$ cat config.mk
export PLATFORM = sky130hd
export DESIGN_NAME = cmp_result_pipe
export DESIGN_NICKNAME = d
export VERILOG_FILES = /design/src/rtl/cmp_result_pipe.sv
export SDC_FILE = /design/constraint.sdc
export NUM_CORES = 1
export LEC_CHECK = 0
export CORE_ASPECT_RATIO = 0.7
export CORE_MARGIN = 1.5
export CORE_UTILIZATION = 60
export CTS_CLUSTER_SIZE = 10
export DETAILED_ROUTE_END_ITERATION = 10
export DONT_BUFFER_PORTS = 1
export PLACE_DENSITY_LB_ADDON = 0.2
export SLEW_MARGIN = 20
export SYNTH_ARGS = -nofsm -noshare
export SYNTH_HDL_FRONTEND = slang
export SYNTH_SLANG_ARGS = --single-unit
export TNS_END_PERCENT = 50
$ cat constraint.sdc
create_clock -name clk -period 4.5 [get_ports clk]
set_input_delay 1.125 -clock clk [delete_from_list [all_inputs] [get_ports clk]]
set_output_delay 1.125 -clock clk [all_outputs]
set_load 0.01 [all_outputs]
$ cat src/rtl/cmp_result_pipe.sv
// Handshaked sequencing stage around a 2-bit magnitude comparator.
// Registers operands, captures the lt/gt/eq result and keeps outcome statistics.
module cmp_result_pipe #(
  parameter int unsigned CNT_W = 8
) (
  input  logic             clk,
  input  logic             rst_n,
  input  logic             in_valid,
  output logic             in_ready,
  input  logic [1:0]       in_a,
  input  logic [1:0]       in_b,
  output logic [1:0]       cmp_a,
  output logic [1:0]       cmp_b,
  input  logic             cmp_lt,
  input  logic             cmp_gt,
  input  logic             cmp_eq,
  output logic             out_valid,
  input  logic             out_ready,
  output logic             out_lt,
  output logic             out_gt,
  output logic             out_eq,
  output logic [1:0]       out_a,
  output logic [1:0]       out_b,
  input  logic             clr_cnt,
  output logic [CNT_W-1:0] cnt_lt,
  output logic [CNT_W-1:0] cnt_gt,
  output logic [CNT_W-1:0] cnt_eq,
  output logic             err
);

  typedef enum logic [1:0] {StIdle, StSettle, StHold} state_e;

  state_e           state_q, state_d;
  logic             capture;
  logic             in_hs, out_hs;
  logic             one_hot;
  logic [1:0]       cmp_a_q, cmp_b_q;
  logic [1:0]       out_a_q, out_b_q;
  logic [2:0]       res_q;
  logic [CNT_W-1:0] cnt_lt_q, cnt_lt_d;
  logic [CNT_W-1:0] cnt_gt_q, cnt_gt_d;
  logic [CNT_W-1:0] cnt_eq_q, cnt_eq_d;
  logic             err_q, err_d;

  always_comb begin
    state_d   = state_q;
    in_ready  = 1'b0;
    out_valid = 1'b0;
    capture   = 1'b0;
    unique case (state_q)
      StIdle: begin
        in_ready = 1'b1;
        if (in_valid) state_d = StSettle;
      end
      StSettle: begin
        capture = 1'b1;
        state_d = StHold;
      end
      StHold: begin
        out_valid = 1'b1;
        // Downstream draining frees the operand register for a new pair this cycle
        in_ready  = out_ready;
        if (out_ready) state_d = in_valid ? StSettle : StIdle;
      end
      default: state_d = StIdle;
    endcase
  end

  assign in_hs  = in_valid & in_ready;
  assign out_hs = out_valid & out_ready;

  always_ff @(posedge clk or negedge rst_n) begin
    if (!rst_n) begin
      state_q <= StIdle;
      cmp_a_q <= '0;
      cmp_b_q <= '0;
      res_q   <= '0;
      out_a_q <= '0;
      out_b_q <= '0;
    end else begin
      state_q <= state_d;
      if (in_hs) begin
        cmp_a_q <= in_a;
        cmp_b_q <= in_b;
      end
      if (capture) begin
        res_q   <= {cmp_lt, cmp_gt, cmp_eq};
        out_a_q <= cmp_a_q;
        out_b_q <= cmp_b_q;
      end
    end
  end

  assign one_hot = (res_q == 3'b100) || (res_q == 3'b010) || (res_q == 3'b001);

  always_comb begin
    cnt_lt_d = cnt_lt_q;
    cnt_gt_d = cnt_gt_q;
    cnt_eq_d = cnt_eq_q;
    err_d    = err_q;
    if (clr_cnt) begin
      cnt_lt_d = '0;
      cnt_gt_d = '0;
      cnt_eq_d = '0;
      err_d    = 1'b0;
    end else if (out_hs) begin
      if (res_q[2] && !(&cnt_lt_q)) cnt_lt_d = cnt_lt_q + 1'b1;
      if (res_q[1] && !(&cnt_gt_q)) cnt_gt_d = cnt_gt_q + 1'b1;
      if (res_q[0] && !(&cnt_eq_q)) cnt_eq_d = cnt_eq_q + 1'b1;
      if (!one_hot) err_d = 1'b1;
    end
  end

  always_ff @(posedge clk or negedge rst_n) begin
    if (!rst_n) begin
      cnt_lt_q <= '0;
      cnt_gt_q <= '0;
      cnt_eq_q <= '0;
      err_q    <= 1'b0;
    end else begin
      cnt_lt_q <= cnt_lt_d;
      cnt_gt_q <= cnt_gt_d;
      cnt_eq_q <= cnt_eq_d;
      err_q    <= err_d;
    end
  end

  assign cmp_a  = cmp_a_q;
  assign cmp_b  = cmp_b_q;
  assign out_lt = res_q[2];
  assign out_gt = res_q[1];
  assign out_eq = res_q[0];
  assign out_a  = out_a_q;
  assign out_b  = out_b_q;
  assign cnt_lt = cnt_lt_q;
  assign cnt_gt = cnt_gt_q;
  assign cnt_eq = cnt_eq_q;
  assign err    = err_q;

endmodule

==> run_summary.xml <==
<?xml version="1.0" encoding="UTF-8"?>
<metrics>
  <group name="final_layout">
    <metric name="num-fill-cells" unit="">209</metric>
    <metric name="layoutNonFillerInstCount" unit="">204</metric>
    <metric name="synthToLayoutAreaGrowth" unit="%">5.09</metric>
    <metric name="stdcell_area" unit="µm²">1940</metric>
    <metric name="drive_above_1_share" unit="">0.0833</metric>
    <metric name="nets" unit="">182</metric>
    <metric name="antenna_diode_count" unit="">0</metric>
    <metric name="finalCoreUtilization" unit="">0.677</metric>
    <metric name="final_common_cell" unit="">sky130_fd_sc_hd__dfrtp_1</metric>
    <metric name="layout_common_cells" unit="">38 x sky130_fd_sc_hd__dfrtp_1, 14 x sky130_fd_sc_hd__a21oi_1, 11 x sky130_fd_sc_hd__mux2_1, 11 x sky130_fd_sc_hd__nor2_1, 10 x sky130_fd_sc_hd__nand3_1</metric>
  </group>
  <group name="floorplanning">
    <metric name="effective_utilization_at_floorplan" unit="">0.644</metric>
    <metric name="die_w" unit="µm">69.3</metric>
    <metric name="floorplan.die.height" unit="µm">49.4</metric>
    <metric name="die-area" unit="µm²">3420</metric>
    <metric name="core" unit="µm²">2860</metric>
    <metric name="rows" unit="">16</metric>
    <metric name="io_pins" unit="">50</metric>
  </group>
  <group name="global_route">
    <metric name="grt_pass1_vias" unit="">1285</metric>
    <metric name="global_route.overflow_total" unit="">0</metric>
    <metric name="globalRouteTotalUtil" unit="">0.222</metric>
    <metric name="grt_start_max_net_pins" unit="">39</metric>
    <metric name="grt_antenna_before_repair" unit="">0</metric>
    <metric name="grt_first_pass_wirelength" unit="mm">5.93</metric>
  </group>
  <group name="cts">
    <metric name="cts_tree" unit="">done</metric>
    <metric name="clk-insertion-delay-late" unit="ns">0.29</metric>
    <metric name="cts_inserted_buffers" unit="">5</metric>
    <metric name="post-cts-setup-buffer-count" unit="">0</metric>
    <metric name="clock-sinks" unit="">38</metric>
    <metric name="post_cts_resized" unit="">0</metric>
    <metric name="holdBufCountCts" unit="">0</metric>
    <metric name="clk_path_buf_depth" unit="">2</metric>
    <metric name="clock-root-buffer" unit="">sky130_fd_sc_hd__clkbuf_8</metric>
    <metric name="htreeDepth" unit="">2</metric>
    <metric name="clkSlewWorstSetupHoldPaths" unit="ns">0.07</metric>
  </group>
  <group name="routing">
    <metric name="vias_post_dr" unit="">1344</metric>
    <metric name="remaining_drc_errors" unit="">0</metric>
    <metric name="detail_route.wl_per_cell" unit="µm">17.6</metric>
    <metric name="via_per_inst" unit="">6.59</metric>
    <metric name="wl" unit="mm">3.58</metric>
    <metric name="detail_route.iter0.violations" unit="">79</metric>
    <metric name="ant_nets" unit="">0</metric>
    <metric name="dr.pass1.iters" unit="">4</metric>
  </group>
  <group name="critical_path">
    <metric name="worstPathArrival" unit="ns">1.44</metric>
    <metric name="cp_cell_sequence" unit="">nand2b_1, and2b_4</metric>
    <metric name="rr_startpoint" unit="">cnt_gt[0]</metric>
    <metric name="critPathBufInv" unit="">0</metric>
    <metric name="startpoint" unit="">out_ready</metric>
    <metric name="crit_fanout" unit="">6</metric>
    <metric name="required" unit="ns">3.38</metric>
    <metric name="critical_path.endpoint" unit="">in_ready</metric>
    <metric name="cpMaxStageDelayCell" unit="">sky130_fd_sc_hd__and2b_4</metric>
    <metric name="worst_setup_path_category" unit="">in -&gt; out</metric>
    <metric name="cpPeakStageDelay" unit="ns">0.18</metric>
    <metric name="reg2reg_setup_slack" unit="ns">2.78</metric>
    <metric name="crit_cells" unit="">2</metric>
    <metric name="crit_path_end_kind" unit="">primary output</metric>
    <metric name="regToRegEndpoint" unit="">cnt_gt[7]</metric>
    <metric name="start_kind" unit="">primary input</metric>
    <metric name="r2r.worst_path.cells" unit="">5</metric>
    <metric name="worst_path_dominant_cell_family" unit="">simple AND/OR/NAND/NOR gates</metric>
  </group>
  <group name="sta">
    <metric name="layout_min_cycle_time" unit="ns">2.56</metric>
    <metric name="peak_clock_frequency_supported_by_timing" unit="MHz">390</metric>
    <metric name="period_share" unit="">0.570</metric>
    <metric name="setup-tns-final" unit="ns">0</metric>
    <metric name="final_max_slew_viol_count" unit="">0</metric>
    <metric name="remaining_max_slew_budget_at_the_tightest_pin" unit="">0.722</metric>
    <metric name="hold_viol_final" unit="">0</metric>
    <metric name="clock_tree_skew_after_final_layout" unit="ns">0.00306</metric>
    <metric name="grt_setup_unrepaired" unit="">no</metric>
    <metric name="setup_viol_count_final" unit="">0</metric>
    <metric name="worst_slack" unit="ns">1.94</metric>
    <metric name="worstMarginPinSlew" unit="ns">0.414</metric>
    <metric name="holdWs" unit="ns">0.522</metric>
  </group>
  <group name="placement">
    <metric name="port-buffer-count" unit="">0</metric>
    <metric name="preCtsSetupSlack" unit="ns">1.94</metric>
    <metric name="routabilityCongestion" unit="">0.733</metric>
    <metric name="placed_cells_incl_taps" unit="">196</metric>
    <metric name="place_area" unit="µm²">1840</metric>
    <metric name="hpwl_after_detailed_placement" unit="mm">2.56</metric>
  </group>
  <group name="min_path">
    <metric name="min-delay-path-class" unit="">in -&gt; async</metric>
  </group>
  <group name="synth">
    <metric name="mappedNetlistArea" unit="µm²">1840</metric>
    <metric name="post_synth.cell_area_avg" unit="µm²">11.0</metric>
    <metric name="syn-instance-count" unit="">168</metric>
    <metric name="synth-edff-count" unit="">0</metric>
    <metric name="synth_fp_nets" unit="">183</metric>
    <metric name="yosys_warnings" unit="">0</metric>
    <metric name="synth-async-reset-ratio" unit="">1.00</metric>
    <metric name="synth_ff_type" unit="">sky130_fd_sc_hd__dfrtp_1</metric>
    <metric name="register_bit_count_reported_by_yosys" unit="">38</metric>
    <metric name="post_synth_num_cell_types" unit="">38</metric>
    <metric name="yosysSeqAreaShare" unit="">0.516</metric>
  </group>
  <group name="power_and_ir_drop">
    <metric name="power_frac_seq" unit="">0.581</metric>
    <metric name="share_comb_of_total_power" unit="">0.108</metric>
    <metric name="internal-power" unit="µW">557</metric>
    <metric name="netSwitchingPower" unit="µW">231</metric>
    <metric name="power.share.clock" unit="">0.311</metric>
    <metric name="irDropWorstVdd" unit="mV">0.324</metric>
    <metric name="swShare" unit="">0.293</metric>
    <metric name="powerDensity" unit="nW/µm²">406</metric>
    <metric name="fin_total_pwr" unit="µW">788</metric>
    <metric name="p_leak" unit="nW">0.782</metric>
  </group>
  <group name="flow_run">
    <metric name="max-cap-violations" unit="">0</metric>
  </group>
  <group name="status">
    <metric name="status" unit="">completed</metric>
  </group>
</metrics>
## kinds of logic after synthesis
kind of cell               Yosys count  synth area share
muxes                               14            0.0834
xor gates and xnor gates             6            0.0285
DFF                                 38             0.516
and+or+nand+nor                     58             0.183
adders and majority gates            3            0.0204
buffers and inverters               10            0.0292
AOI/OAI and AO/OA                   39             0.140
## cells in the mapped netlist (all sizes together) (2+ instances only)
cell / count / area (µm²)
nand2b: 3 / 18.8
mux2i: 3 / 30.0
inv: 2 / 7.51
a211oi: 2 / 15.0
and2b: 2 / 18.8
xor2: 5 / 43.8
o21ai: 10 / 50.1
a21oi: 14 / 70.1
o21bai: 2 / 37.5
ha: 3 / 37.5
or4: 7 / 52.6
nand3: 10 / 50.1
nand4b: 3 / 26.3
nor3: 3 / 15.0
clkbuf: 4 / 15.0
dfrtp: 38 / 951
buf: 4 / 31.3
o31ai: 6 / 45.0
nor2: 11 / 41.3
mux2: 11 / 124
nand4: 4 / 25.0
or3: 6 / 38.8
nand2: 5 / 18.8
## power groups by stage
| stage | logic [mW] | registers [mW] | clock network [mW] |
|---|---|---|---|
| finish | 0.0853 | 0.457 | 0.245 |
| global route | 0.0937 | 0.464 | 0.265 |
| CTS | 0.0865 | 0.458 | 0.249 |
| detailed placement | 0.0860 | 0.465 | 0 |
| global placement | 0.0798 | 0.460 | 0 |
| floorplan | 0.0815 | 0.449 | 0 |
## worst min-delay path by stage
stage	endpoint	startpoint	slack (ns)	cells past startpoint
finish	cmp_b[1]	rst_n	0.52	0
global route	cnt_lt[2]	rst_n	0.50	0
CTS	res_q[2]	rst_n	0.51	0
detailed placement	out_a[1]	out_a[1]	0.56	1
global placement	out_b[0]	out_b[0]	0.55	1
floorplan	state_q[1]	state_q[0]	0.52	1
## layer usage
metal | GRT usage | wire, µm | part of all wire
met3 | 0.0971 | 285 | 0.080
met1 | 0.261 | 1520 | 0.43
met2 | 0.362 | 1720 | 0.48
met4 | 0.0882 | 55 | 0.015
met5 | 0 | 0 | 0
## final cells by class
| type | count | area, µm² | area share |
|---|---|---|---|
| sequential | 38 | 951 | 0.491 |
| clock inverter | 2 | 12.5 | 0.00646 |
| tap | 36 | 45.0 | 0.0232 |
| clock buffer | 6 | 82.6 | 0.0426 |
| inverter | 2 | 7.51 | 0.00387 |
| multi-input combinational | 120 | 840 | 0.433 |
## flip-flops by register name, summed over array words and instances, names as in the netlist
| register | flops |
|---|---|
| res_q | 3 |
| state_q | 2 |
| cnt_lt | 8 |
| cnt_gt | 8 |
| out_b | 2 |
| cmp_b | 2 |
| err | 1 |
| cnt_eq | 8 |
| out_a | 2 |
| cmp_a | 2 |
(Power assumes the default switching activity.)
